### config.mk
export PLATFORM = sky130hd
export DESIGN_NAME = line_draw_arbiter
export DESIGN_NICKNAME = d
export VERILOG_FILES = /design/src/rtl/line_draw_arbiter.sv
export SDC_FILE = /design/constraint.sdc
export NUM_CORES = 1
export LEC_CHECK = 0
export ABC_AREA = 0
export CAP_MARGIN = 20
export CORE_MARGIN = 5
export CORE_UTILIZATION = 44
export CTS_CLUSTER_DIAMETER = 150
export DETAILED_ROUTE_END_ITERATION = 10
export PLACE_DENSITY_LB_ADDON = 0.2
export SLEW_MARGIN = 20
export SYNTH_ARGS = -nofsm -noshare
export SYNTH_HDL_FRONTEND = slang
export SYNTH_SLANG_ARGS = --single-unit
### constraint.sdc
create_clock -name clk -period 2.6 [get_ports clk]
set_input_delay 0.52 -clock clk [delete_from_list [all_inputs] [get_ports clk]]
set_output_delay 0.52 -clock clk [all_outputs]
set_load 0.02 [all_outputs]
### src/rtl/line_draw_arbiter.sv
// ---------------------------------------------------------------------------
// line_draw_arbiter: round-robin arbiter for two line-segment requesters that
// shares one line drawer and forwards its pixels to the framebuffer. Rev 1.0
// ---------------------------------------------------------------------------
`default_nettype none

module line_draw_arbiter #(
  parameter int TIMEOUT     = 4096,
  parameter int LOAD_CYCLES = 2
) (
  input  logic                clk,
  input  logic                reset,
  input  logic [1:0]          req,
  input  logic [1:0][10:0]    rx0,
  input  logic [1:0][10:0]    ry0,
  input  logic [1:0][10:0]    rx1,
  input  logic [1:0][10:0]    ry1,
  input  logic [1:0]          rcolor,
  output logic [1:0]          ack,
  output logic [1:0]          seg_done,
  output logic                seg_err,
  output logic                drw_start,
  output logic signed [10:0]  drw_x0,
  output logic signed [10:0]  drw_y0,
  output logic signed [10:0]  drw_x1,
  output logic signed [10:0]  drw_y1,
  input  logic                drw_done,
  input  logic signed [10:0]  drw_x,
  input  logic signed [10:0]  drw_y,
  output logic signed [10:0]  pix_x,
  output logic signed [10:0]  pix_y,
  output logic                pix_color,
  output logic                pix_we
);

  localparam int WD_W = $clog2(TIMEOUT + 1);
  localparam int LC_W = $clog2(LOAD_CYCLES + 1);

  typedef enum logic [1:0] {IDLE, LOAD, RUN, FINISH} state_t;

  state_t                state_q;
  logic                  owner_q;
  logic                  last_q;
  logic                  color_q;
  logic [1:0]            ack_q;
  logic [1:0]            seg_done_q;
  logic                  seg_err_q;
  logic                  drw_start_q;
  logic signed [10:0]    drw_x0_q, drw_y0_q, drw_x1_q, drw_y1_q;
  logic signed [10:0]    pix_x_q, pix_y_q;
  logic                  pix_color_q;
  logic                  pix_we_q;
  logic [WD_W-1:0]       wd_q;
  logic [LC_W-1:0]       ld_q;
  logic                  grant_d;

  // A tie goes to the requester that was not granted last.
  always_comb begin
    grant_d = req[1];
    if (req == 2'b11) grant_d = ~last_q;
  end

  always_ff @(posedge clk) begin
    if (reset) begin
      state_q     <= IDLE;
      owner_q     <= 1'b0;
      last_q      <= 1'b1;
      color_q     <= 1'b0;
      ack_q       <= 2'b00;
      seg_done_q  <= 2'b00;
      seg_err_q   <= 1'b0;
      drw_start_q <= 1'b0;
      drw_x0_q    <= '0;
      drw_y0_q    <= '0;
      drw_x1_q    <= '0;
      drw_y1_q    <= '0;
      pix_x_q     <= '0;
      pix_y_q     <= '0;
      pix_color_q <= 1'b0;
      pix_we_q    <= 1'b0;
      wd_q        <= '0;
      ld_q        <= '0;
    end else begin
      ack_q      <= 2'b00;
      seg_done_q <= 2'b00;
      pix_we_q   <= 1'b0;
      case (state_q)
        IDLE: begin
          drw_start_q <= 1'b0;
          if (|req) begin
            owner_q  <= grant_d;
            last_q   <= grant_d;
            drw_x0_q <= rx0[grant_d];
            drw_y0_q <= ry0[grant_d];
            drw_x1_q <= rx1[grant_d];
            drw_y1_q <= ry1[grant_d];
            color_q  <= rcolor[grant_d];
            ack_q    <= 2'b01 << grant_d;
            ld_q     <= '0;
            state_q  <= LOAD;
          end
        end
        LOAD: begin
          wd_q <= '0;
          if (ld_q == LC_W'(LOAD_CYCLES - 1)) begin
            state_q     <= RUN;
            drw_start_q <= 1'b1;
          end else begin
            ld_q <= ld_q + 1'b1;
          end
        end
        RUN: begin
          pix_x_q     <= drw_x;
          pix_y_q     <= drw_y;
          pix_color_q <= color_q;
          // The write for a RUN cycle lands one cycle later, so it is only
          // issued while staying in RUN; FINISH therefore never writes.
          if (drw_done) begin
            state_q    <= FINISH;
            seg_done_q <= 2'b01 << owner_q;
            seg_err_q  <= 1'b0;
          end else if (wd_q == WD_W'(TIMEOUT - 1)) begin
            state_q    <= FINISH;
            seg_done_q <= 2'b01 << owner_q;
            seg_err_q  <= 1'b1;
          end else begin
            pix_we_q <= 1'b1;
            wd_q     <= wd_q + 1'b1;
          end
        end
        FINISH: begin
          state_q     <= IDLE;
          drw_start_q <= 1'b0;
          seg_err_q   <= 1'b0;
        end
        default: state_q <= IDLE;
      endcase
    end
  end

  assign ack       = ack_q;
  assign seg_done  = seg_done_q;
  assign seg_err   = seg_err_q;
  assign drw_start = drw_start_q;
  assign drw_x0    = drw_x0_q;
  assign drw_y0    = drw_y0_q;
  assign drw_x1    = drw_x1_q;
  assign drw_y1    = drw_y1_q;
  assign pix_x     = pix_x_q;
  assign pix_y     = pix_y_q;
  assign pix_color = pix_color_q;
  assign pix_we    = pix_we_q;

endmodule

`default_nettype wire

==> run summary <==
TIMING
-------------------------------------------------------------------------------------------------
Number of failing setup endpoints in the final timing report                                    0
Fin worst setup slack                                                                   0.4418 ns
Aggregate negative setup slack                                                               0 ns
Unrepaired setup endpoints after global routing                                                no
Max Slew Vio Count                                                                              0
Normalized max-slew margin                                                                 44.25%
Fin crit share                                                                             83.01%
Post-Route Hold Slack                                                                   0.4801 ns
Highest Clock Rate                                                                      463.4 MHz
Final clock skew                                                                       0.01258 ns
Fin crit period                                                                          2.158 ns
Slew @ Worst Pin                                                                        0.8333 ns
Hold violation count in the final report                                                        0

SETUP PATH
-------------------------------------------------------------------------------------------------
Critical Path, Cell by Cell                                                          ha_1, nand3_4, o41ai_4, a211oi_1, a41o_1
Critical-path cell with the highest stage delay                                      sky130_fd_sc_hd__o41ai_4
Arrival time worst endpoint                                                               2.41 ns
Source of the critical timing path                                                   wd_q[0]$_SDFFE_PP0P_
Crit-path max cell delay                                                                  0.82 ns
R2r worst-path depth                                                                            5
Category of the most critical setup path                                                  reg2reg
Max FO, Critical Path                                                                          15
R2R Path Start                                                                       wd_q[0]$_SDFFE_PP0P_
Setup slack, reg-to-reg                                                                   0.44 ns
FF-to-FF End                                                                         state_q[1]$_SDFFE_PP0P_
Nature of the critical path startpoint                                                   register
Data required, critical path                                                              2.85 ns
Sort of element at the end of the critical path                                          register

DRT
-------------------------------------------------------------------------------------------------
Met3 Routed Length                                                                        1216 um
Met2 wire len                                                                             5878 um
Residual antenna-violating net count after detailed routing                                     0
Number of iterations in the first detailed-routing pass                                         4
Routed length per instance                                                               15.79 um
Via-to-Cell Ratio                                                                           5.129
Via count of the routed design                                                               3811
M1 wire length                                                                            4472 um
Top metal layer carrying routed signals                                                      met4
Final routed DRC violation total                                                                0
DRT iter0 DRCs                                                                                124
Total wire length                                                                        11730 um

GLOBAL ROUTE
-------------------------------------------------------------------------------------------------
Total global routing track utilization                                                     20.09%
Largest net degree at the start of global routing                                              53
Total global routing overflow                                                                   0
Wire length of the first global-routing pass                                             18500 um
Initial antenna violation count                                                                 0
Number of global-route vias before repair                                                    3761

LAYOUT
-------------------------------------------------------------------------------------------------
Final core utilization                                                                     68.86%
Non-filler instance count after layout                                                        743
Area occupied by multi-input gates                                                      2097 um^2
Filler cells                                                                                  738
Net count reported at finish                                                                  733
Most common library cell in the layout ignoring fill and taps                        sky130_fd_sc_hd__clkdlybuf4s50_1
Layout cells sized above 1                                                                 6.678%
Diodes inserted                                                                                 0
FF/Latch Area                                                                           1882 um^2
Layout Area Growth over Synthesis                                                          52.20%
Finished Cell Area                                                                      6362 um^2
Commonest cells after routing, fill and taps aside                                   sky130_fd_sc_hd__clkdlybuf4s50_1, sky130_fd_sc_hd__dfxtp_1, sky130_fd_sc_hd__nor2_1, sky130_fd_sc_hd__mux2i_1, sky130_fd_sc_hd__a211oi_1

CLOCKING
-------------------------------------------------------------------------------------------------
TritonCTS clock tree                                                                         done
Post-CTS setup buffer count                                                                     0
CTS sink count                                                                                 94
Count of hold-fix buffers inserted at cts                                                       0
Clock-pin transition on the worst setup and hold timing paths                             0.09 ns
Quantity of gates resized following cts                                                         0
Root Buffer Master                                                                   sky130_fd_sc_hd__clkbuf_8
Number of H-tree levels                                                                         3
Clock Latency Late Sink                                                                   0.36 ns
Clock buffer depth                                                                              2
Total CTS buffers                                                                               9

PLACED DESIGN
-------------------------------------------------------------------------------------------------
GP Congestion                                                                              0.8126
HPWL after DPL                                                                            8965 um
Dpl ws                                                                                  0.3771 ns
Total cell area at the placement stage                                                  6176 um^2
Count of buffers from port buffering                                                          190
Dpl cells                                                                                     727

SYNTHESIS
-------------------------------------------------------------------------------------------------
Synth Warn #                                                                                    0
Most instantiated flip-flop cell in the synthesis netlist                            sky130_fd_sc_hd__dfxtp_1
Number of flip-flops and latches in the synthesized netlist                                    94
Portion of synthesized cell area occupied by the leading cell type                         45.02%
EDFF count, synth                                                                               0
Cell type contributing the most total cell area after synthesis                      sky130_fd_sc_hd__dfxtp_1
Number of distinct library cell variants in the gate-level netlist after synthesis             54
Sequential element share of the synthesized area                                           45.02%
Nets in the synthesized netlist                                                               558
Number of standard cells after synthesis                                                      434
Top area cells in the synthesized netlist                                            sky130_fd_sc_hd__dfxtp_1, sky130_fd_sc_hd__mux2i_1, sky130_fd_sc_hd__a211oi_1
Syn Std Cell Area                                                                       4180 um^2
Post-synthesis async set-or-reset flop share                                                   0%
Average size of a mapped cell                                                          9.632 um^2

OUTCOME
-------------------------------------------------------------------------------------------------
Run status                                                                              completed

FLOORPLANNING
-------------------------------------------------------------------------------------------------
Core Region                                                                             9240 um^2
Number of I/O pins                                                                            191
Placement row count                                                                            35
Die Footprint                                                                          11550 um^2
Die width                                                                                107.5 um
Effective utilization at floorplan                                                         45.24%
DIE HEIGHT                                                                               107.5 um

JOB
-------------------------------------------------------------------------------------------------
MaxCap Viol Count                                                                               0

PWR
-------------------------------------------------------------------------------------------------
Static leakage                                                                           2.385 nW
VDD IR max                                                                              0.5697 mV
Total power                                                                              5.239 mW
Pwr dens                                                                             823.4 nW/um^2

WORST HOLD PATH
-------------------------------------------------------------------------------------------------
Worst Hold Path Cells                                                                           1
Worst hold path type                                                                      reg2reg
Worst Hold Endpoint                                                                  seg_done[0]$_SDFF_PP0_
Worst Hold Launch                                                                    owner_q$_SDFFE_PP0N_

Yosys cell counts, types with 5 or more instances:
master                      n
sky130_fd_sc_hd__inv_1     10
sky130_fd_sc_hd__buf_2      9
sky130_fd_sc_hd__nor2_1    81
sky130_fd_sc_hd__buf_4      6
sky130_fd_sc_hd__mux2i_1   71
sky130_fd_sc_hd__dfxtp_1   94
sky130_fd_sc_hd__a211oi_1  47
sky130_fd_sc_hd__nand3_1   12
sky130_fd_sc_hd__clkbuf_1  15
sky130_fd_sc_hd__ha_1       7
sky130_fd_sc_hd__a21oi_1    6
sky130_fd_sc_hd__nand2_1    8
sky130_fd_sc_hd__and3_1     5
state kept, by name, indices dropped and copies added (netlist names):
name       cells
wd_q          13
drw_x0        11
drw_x1        11
drw_y0        11
drw_y1        11
pix_x         11
pix_y         11
ack            2
ld_q           2
seg_done       2
state_q        2
color_q        1
drw_start      1
last_q         1
owner_q        1
pix_color      1
pix_we         1
seg_err        1
critical path, delay by kind of cell (launching register included):
family | cells | cell delay [ns]
and+or+nand+nor | 1 | 0.16
adders and majority gates | 1 | 0.25
AOI/OAI and AO/OA | 3 | 1.23
DFF | 1 | 0.41
layout make-up:
type | count | area share (%)
clock inverter | 7 | 0.9833
clock buffer | 9 | 1.947
timing repair buffer | 198 | 31.35
inverter | 11 | 0.6490
tap | 129 | 2.537
multi-input combinational | 295 | 32.96
sequential | 94 | 29.58
cell families after synthesis:
kind of cell / Yosys count / share of synthesized area [%]
DFF: 94 / 45.02
buffers and inverters: 45 / 5.028
adders and majority gates: 7 / 2.095
AOI/OAI and AO/OA: 84 / 15.66
and+or+nand+nor: 133 / 15.21
muxes: 71 / 17.00
how the worst max path moves through the flow:
stage | depth (start not counted) | end | slack (ns)
6_report | 5 | state_q[1]$_SDFFE_PP0P_ | 0.44
5_1_grt | 5 | state_q[1]$_SDFFE_PP0P_ | 0.28
4_1_cts | 5 | wd_q[7]$_SDFFE_PP0P_ | 0.48
3_5_place_dp | 5 | drw_x1[8]$_SDFFE_PP0N_ | 0.38
3_3_place_gp | 5 | drw_x1[8]$_SDFFE_PP0N_ | 0.44
2_1_floorplan | 7 | wd_q[11]$_SDFFE_PP0P_ | 0.91
report_power, final:
part           total, mW  switching, mW  internal (mW)
logic               2.39           1.26           1.13
registers           1.92          0.169           1.75
clock network      0.924          0.556          0.368
layer usage:
metal  track usage (%)  vias to the layer above
li1                  -                     1911
met1             22.91                     1732
met2             34.72                      155
met3             8.338                       13
met4             5.230                        0
met5                 0                        -
Power figures use the tool's default switching activity.
